==> src/rtl/ysyx_23060124_lsu_pkg.sv <==
// Shared types and constants for the load/store unit.
package ysyx_23060124_lsu_pkg;

  localparam int unsigned XLEN = 32;

  typedef enum logic [1:0] {
    ST_IDLE = 2'd0,
    ST_REQ  = 2'd1,
    ST_RESP = 2'd2,
    ST_DONE = 2'd3
  } lsu_state_e;

  localparam logic [2:0] LSU_B  = 3'b000;
  localparam logic [2:0] LSU_H  = 3'b001;
  localparam logic [2:0] LSU_W  = 3'b010;
  localparam logic [2:0] LSU_BU = 3'b100;
  localparam logic [2:0] LSU_HU = 3'b101;

  // Reserved encodings fall into the word class, so only B/BU/H/HU are narrow.
  function automatic logic is_misaligned(input logic [2:0] funct3, input logic [1:0] addr_lo);
    logic mis;
    case (funct3)
      LSU_B, LSU_BU: mis = 1'b0;
      LSU_H, LSU_HU: mis = addr_lo[0];
      LSU_W:         mis = (addr_lo != 2'b00);
      default:       mis = (addr_lo != 2'b00);
    endcase
    return mis;
  endfunction

endpackage

==> src/rtl/ysyx_23060124_lsu_align.sv <==
// Combinational load extractor/extender and store lane/strobe generator.
module ysyx_23060124_lsu_align
  import ysyx_23060124_lsu_pkg::*;
(
  input  logic [2:0]      ld_funct3,
  input  logic [1:0]      ld_addr_lo,
  input  logic [XLEN-1:0] ld_rdata,
  output logic [XLEN-1:0] ld_data_c,
  input  logic [2:0]      st_funct3,
  input  logic [1:0]      st_addr_lo,
  input  logic [XLEN-1:0] st_wdata,
  output logic [XLEN-1:0] st_data_c,
  output logic [3:0]      st_strb_c
);

  logic [7:0]  byte_sel;
  logic [15:0] half_sel;

  // Load: pick the addressed lane, then extend according to signedness.
  always_comb begin
    byte_sel  = ld_rdata[{ld_addr_lo, 3'b000} +: 8];
    half_sel  = ld_addr_lo[1] ? ld_rdata[31:16] : ld_rdata[15:0];
    ld_data_c = ld_rdata;
    case (ld_funct3)
      LSU_B:   ld_data_c = {{24{byte_sel[7]}}, byte_sel};
      LSU_BU:  ld_data_c = {24'b0, byte_sel};
      LSU_H:   ld_data_c = {{16{half_sel[15]}}, half_sel};
      LSU_HU:  ld_data_c = {16'b0, half_sel};
      LSU_W:   ld_data_c = ld_rdata;
      default: ld_data_c = ld_rdata;
    endcase
  end

  // Store: replicate data into every lane so the strobe alone selects bytes.
  always_comb begin
    st_strb_c = 4'b1111;
    st_data_c = st_wdata;
    case (st_funct3)
      LSU_B, LSU_BU: begin
        st_strb_c = 4'b0001 << st_addr_lo;
        st_data_c = {4{st_wdata[7:0]}};
      end
      LSU_H, LSU_HU: begin
        st_strb_c = 4'b0011 << {st_addr_lo[1], 1'b0};
        st_data_c = {2{st_wdata[15:0]}};
      end
      default: begin
        st_strb_c = 4'b1111;
        st_data_c = st_wdata;
      end
    endcase
  end

endmodule

==> src/rtl/ysyx_23060124_lsu.sv <==
// Load/store unit: single outstanding access over a req/gnt/rvalid bus,
// valid/ready toward EXU and WBU.
module ysyx_23060124_lsu
  import ysyx_23060124_lsu_pkg::*;
(
  input  logic            clock,
  input  logic            rst_n,
  input  logic            in_valid,
  output logic            in_ready,
  input  logic [XLEN-1:0] in_addr,
  input  logic [XLEN-1:0] in_wdata,
  input  logic [2:0]      in_funct3,
  input  logic            in_load,
  input  logic            in_store,
  input  logic [4:0]      in_rd,
  output logic            out_valid,
  input  logic            out_ready,
  output logic [XLEN-1:0] out_res,
  output logic [4:0]      out_rd,
  output logic            out_err,
  output logic            mem_req,
  output logic            mem_we,
  output logic [XLEN-1:0] mem_addr,
  output logic [XLEN-1:0] mem_wdata,
  output logic [3:0]      mem_wstrb,
  input  logic            mem_gnt,
  input  logic            mem_rvalid,
  input  logic [XLEN-1:0] mem_rdata,
  input  logic            mem_err
);

  lsu_state_e      state_q, state_d;
  logic [XLEN-1:0] addr_q, addr_d;
  logic [XLEN-1:0] wdata_q, wdata_d;
  logic [3:0]      strb_q, strb_d;
  logic [2:0]      funct3_q, funct3_d;
  logic            load_q, load_d;
  logic            store_q, store_d;
  logic [4:0]      rd_q, rd_d;
  logic [XLEN-1:0] res_q, res_d;
  logic            err_q, err_d;

  logic [XLEN-1:0] ld_data_c;
  logic [XLEN-1:0] st_data_c;
  logic [3:0]      st_strb_c;
  logic            resp_fire_c;

  ysyx_23060124_lsu_align u_align (
    .ld_funct3  (funct3_q),
    .ld_addr_lo (addr_q[1:0]),
    .ld_rdata   (mem_rdata),
    .ld_data_c  (ld_data_c),
    .st_funct3  (in_funct3),
    .st_addr_lo (in_addr[1:0]),
    .st_wdata   (in_wdata),
    .st_data_c  (st_data_c),
    .st_strb_c  (st_strb_c)
  );

  // A response counts in RESP, or in REQ when it arrives together with the grant.
  assign resp_fire_c = mem_rvalid &&
                       ((state_q == ST_RESP) || ((state_q == ST_REQ) && mem_gnt));

  always_comb begin
    state_d  = state_q;
    addr_d   = addr_q;
    wdata_d  = wdata_q;
    strb_d   = strb_q;
    funct3_d = funct3_q;
    load_d   = load_q;
    store_d  = store_q;
    rd_d     = rd_q;
    res_d    = res_q;
    err_d    = err_q;
    case (state_q)
      ST_IDLE: begin
        if (in_valid) begin
          addr_d   = in_addr;
          funct3_d = in_funct3;
          load_d   = in_load;
          store_d  = in_store;
          rd_d     = in_rd;
          wdata_d  = in_store ? st_data_c : '0;
          strb_d   = in_store ? st_strb_c : 4'b0000;
          res_d    = '0;
          err_d    = 1'b0;
          if (!in_load && !in_store) begin
            res_d   = in_addr;
            state_d = ST_DONE;
          end else if (is_misaligned(in_funct3, in_addr[1:0])) begin
            err_d   = 1'b1;
            state_d = ST_DONE;
          end else begin
            state_d = ST_REQ;
          end
        end
      end
      ST_REQ: begin
        if (mem_gnt) begin
          state_d = mem_rvalid ? ST_DONE : ST_RESP;
        end
      end
      ST_RESP: begin
        if (mem_rvalid) begin
          state_d = ST_DONE;
        end
      end
      ST_DONE: begin
        if (out_ready) begin
          state_d = ST_IDLE;
        end
      end
      default: state_d = ST_IDLE;
    endcase
    if (resp_fire_c) begin
      err_d = mem_err;
      res_d = (mem_err || !load_q) ? '0 : ld_data_c;
    end
  end

  always_ff @(posedge clock) begin
    if (!rst_n) begin
      state_q  <= ST_IDLE;
      addr_q   <= '0;
      wdata_q  <= '0;
      strb_q   <= 4'b0000;
      funct3_q <= 3'b000;
      load_q   <= 1'b0;
      store_q  <= 1'b0;
      rd_q     <= 5'd0;
      res_q    <= '0;
      err_q    <= 1'b0;
    end else begin
      state_q  <= state_d;
      addr_q   <= addr_d;
      wdata_q  <= wdata_d;
      strb_q   <= strb_d;
      funct3_q <= funct3_d;
      load_q   <= load_d;
      store_q  <= store_d;
      rd_q     <= rd_d;
      res_q    <= res_d;
      err_q    <= err_d;
    end
  end

  assign in_ready  = (state_q == ST_IDLE);
  assign out_valid = (state_q == ST_DONE);
  assign mem_req   = (state_q == ST_REQ);
  assign mem_we    = (state_q == ST_REQ) && store_q;
  assign mem_addr  = {addr_q[XLEN-1:2], 2'b00};
  assign mem_wdata = wdata_q;
  assign mem_wstrb = strb_q;
  assign out_res   = res_q;
  assign out_rd    = rd_q;
  assign out_err   = err_q;

endmodule
==> config.mk <==
export PLATFORM = sky130hd
export DESIGN_NAME = ysyx_23060124_lsu
export DESIGN_NICKNAME = d
export VERILOG_FILES = /design/src/rtl/ysyx_23060124_lsu_pkg.sv /design/src/rtl/ysyx_23060124_lsu_align.sv /design/src/rtl/ysyx_23060124_lsu.sv
export SDC_FILE = /design/constraint.sdc
export NUM_CORES = 1
export LEC_CHECK = 0
export CAP_MARGIN = 0
export CORE_ASPECT_RATIO = 1.1
export CORE_UTILIZATION = 35
export DETAILED_ROUTE_END_ITERATION = 6
export DONT_BUFFER_PORTS = 1
export GPL_TIMING_DRIVEN = 0
export PLACE_DENSITY = 0.47
export SLEW_MARGIN = 20
export SYNTH_ARGS = -nofsm -noshare
export SYNTH_HDL_FRONTEND = slang
export SYNTH_SLANG_ARGS = --single-unit
==> constraint.sdc <==
create_clock -name clock -period 2.2 [get_ports clock]
set_clock_uncertainty 0.15 [all_clocks]
set_input_delay 0.22 -clock clock [delete_from_list [all_inputs] [get_ports clock]]
set_output_delay 0.22 -clock clock [all_outputs]
set_load 0.1 [all_outputs]
==> results.yml <==
sta:
  finalCriticalPeriod_ns: 2.12
  period_share_pct: 96.5
  final_max_slew_viol_count: 0
  relSlewSlack_pct: 31.2
  tightest_slew_ns: 1.03
  rsz0062_at_grt: "false"
  max_freq_mhz: 471
  hold_violations: 0
  hold_ws_ns: 0.00441
  setup_viol: 0
routing:
  ant_nets: 0
  vias: 5399
  post_drt_wl_per_cell_um: 20.1
  wl_um: 20300
  via_per_inst: 5.34
  drc: 0
  drtPass1Iterations: 6
  drtIter0Drc: 232
clock_network:
  cts.sinks: 113
  clk_latency_ns: 0.42
  clk_pin_slew_ns: 0.06
  numCtsBuffers: 17
  htree_num_levels: 4
  clockRootBuffer: "clkbuf_16"
  clockBufferDepth: 2
  cts_tree: "done"
final_layout:
  multi_input_comb_area_sq_mm: 0.00288
  layout.nets: 916
  area_growth_pct: 36.1
  fin_area_sq_mm: 0.00760
  layout-drive-gt1-share_pct: 16.8
  diodes: 0
  seqCellArea_sq_mm: 0.00226
  fin_cells: 1011
  final.fill_count: 1582
  fin_util_pct: 48.7
yosys:
  synth_top_area_share_pct: 40.5
  synth-async-reset-ratio_pct: 0
  synth_edf_count: 0
  synth_area_sq_mm: 0.00558
  avgSynthCellArea_sq_um: 8.27
  synth-main-ff-cell: "dfxtp_1"
  syn_inst: 675
  yosysSeqAreaShare_pct: 40.5
  ys_ff_latch: 113
  synth_cell_type_count: 49
  synth_warnings: 0
  synth_top_area_cell: "dfxtp_1"
  ys_top_cells_by_area: "dfxtp_1 (41%), a21oi_1 (7.3%), nand2_1 (7.1%)"
flow_run:
  max-cap-violations: 0
pwr:
  power_mw: 9.80
  irDropWorstVdd_mv: 0.525
  p_per_area_mw_per_mm2: 1290
  p_leak_nw: 2.86
critical_path:
  path_class: "flip-flop to flip-flop"
  worstReg2RegEnd: "out_res[3]"
  reg2reg_depth: 8
  start_kind: "flip-flop"
  crit_required_ns: 2.39
  r2r_slack_ns: 0.08
  arrival_ns: 2.32
  crit_path_end_kind: "flip-flop"
  r2r-start: "state_q[1]"
  critical_path.max_fanout: 10
floorplan:
  io_pins: 223
  dieArea_sq_mm: 0.0165
  die_y_um: 134
  start_util_pct: 35.7
  core-area_sq_mm: 0.0156
  rows: 48
  die_x_um: 122
placement:
  place_inst: 876
  placedInstanceArea_sq_mm: 0.00586
  gp_congestion: 0.840
  port_buffers: 0
  dp_hpwl_um: 14700
outcome:
  status: "completed"
global_route:
  grt_use_total_pct: 24.4
  grt_pass1_wl_um: 30200
  antenna_found_initial: 0
  grt_pass1_vias: 5560
  grt_overflow: 0
  grt_max_degree: 17
worst_hold_path:
  holdPathStages: 4
  worstHoldStart: "mem_err"
  whs_endpoint: "out_res[7]"
  hp-class: "input pin to flip-flop"
==> cells in the final DEF (no fill, tap or decap), types with 4 or more instances in the layout <==
cell type | netlist | final
buf_2 | 11 | 11
inv_1 | 20 | 18
o221ai_1 | 6 | 6
buf_4 | 33 | 38
mux2i_1 | 16 | 16
clkbuf_16 | 0 | 17
o22ai_1 | 16 | 16
mux2_2 | 17 | 17
nand2_1 | 106 | 104
a32oi_1 | 6 | 6
and2_1 | 10 | 8
a21oi_1 | 81 | 79
nor2b_1 | 41 | 41
a22oi_1 | 36 | 36
o211ai_1 | 9 | 9
inv_6 | 0 | 4
dlygate4sd3_1 | 0 | 98
clkinvlp_4 | 0 | 4
a21o_1 | 8 | 7
clkbuf_1 | 33 | 25
clkbuf_4 | 0 | 7
a222oi_1 | 6 | 6
dfxtp_1 | 113 | 111
nor2_1 | 37 | 37
o21ai_0 | 27 | 26
==> synth_stat cells, drive strengths merged (4+ instances only) <==
master  instances
a21o            8
a21oi          81
a222oi          6
a22oi          36
a32oi           6
and2           10
buf            49
clkbuf         33
dfxtp         113
ha              5
inv            21
mux2           17
mux2i          17
nand2         106
nor2           37
nor2b          41
nor3            4
o211ai          9
o21ai          27
o221ai          6
o22ai          17
==> sequential cells by signal (all words and copies together), names as in the netlist <==
name / count
addr_q: 32
funct3_q: 3
load_q: 1
mem_wdata: 32
mem_wstrb: 4
out_err: 1
out_rd: 5
out_res: 32
state_q: 2
store_q: 1
==> what timing repair did <==
action / CTS / global route
endpoints found under the setup margin: 114 / 43
gates cloned: 0 / 1
setup buffers: 3 / 3
hold endpoints to repair: 110 / 0
hold buffers: 98 / 0
gates resized for setup: 30 / 12
pin swaps: 4 / 2
==> where the power goes <==
part	internal [mW]	total (mW)	leakage, nW	switching [mW]
Clock	1.79	2.86	0.287	1.07
Combinational	0.992	3.19	1.65	2.20
Sequential	2.35	3.75	0.922	1.40
==> how the worst max path moves through the flow <==
stage | from | endpoint | slack (ns) | depth (start not counted)
6_report | state_q[1] | out_res[3] | 0.08 | 8
5_1_grt | state_q[1] | out_res[3] | 0.002 | 8
4_1_cts | state_q[0] | addr_q[5] | 0.03 | 7
3_5_place_dp | state_q[0] | out_res[24] | -0.64 | 7
3_3_place_gp | state_q[0] | out_res[29] | -0.52 | 7
2_1_floorplan | state_q[0] | out_res[22] | 0.04 | 7
==> worst max-delay path, cell delays in order, from the launching register on <==
cell and delay (ns):
dfxtp_2 0.35, inv_2 0.11, ha_4 0.39, a21oi_2 0.14, nor4_4 0.24, buf_6 0.16, buf_4 0.16, o221ai_1 0.17
a21oi_1 0.18
==> cell type report <==
class | count | area share, %
Multi-Input combinational cell | 459 | 37.8
Sequential cell | 113 | 29.8
Timing Repair Buffer | 105 | 13.6
Buffer | 80 | 6.34
Clock buffer | 17 | 5.60
Tap cell | 200 | 3.29
Clock inverter | 15 | 2.40
Inverter | 22 | 1.09
==> per-stage QoR <==
stage                     setup slack (ns)  TNS [ns]
after floorplan                     0.0447         0
after global placement              -0.524    -22.04
after detailed placement            -0.636    -29.60
after CTS                           0.0339         0
after global routing               0.00180         0
final                               0.0775         0
==> kinds of logic after synthesis <==
group	share of synthesized area (%)
adders and majority gates	1.12
buffers and inverters	9.73
and+or+nand+nor	17.0
AOI/OAI and AO/OA	24.9
muxes	6.70
other	0.0672
DFF	40.5
==> layer usage <==
| layer | up-vias | share of wire [%] | track usage, % |
|---|---|---|---|
| met5 | - | 0 | 0 |
| met4 | 0 | 1.8 | 8.54 |
| met3 | 25 | 8.9 | 8.33 |
| met2 | 212 | 50 | 42.5 |
| met1 | 2578 | 40 | 27.3 |
| li1 | 2584 | - | - |
Note: power is estimated with default switching activity, not from simulation.
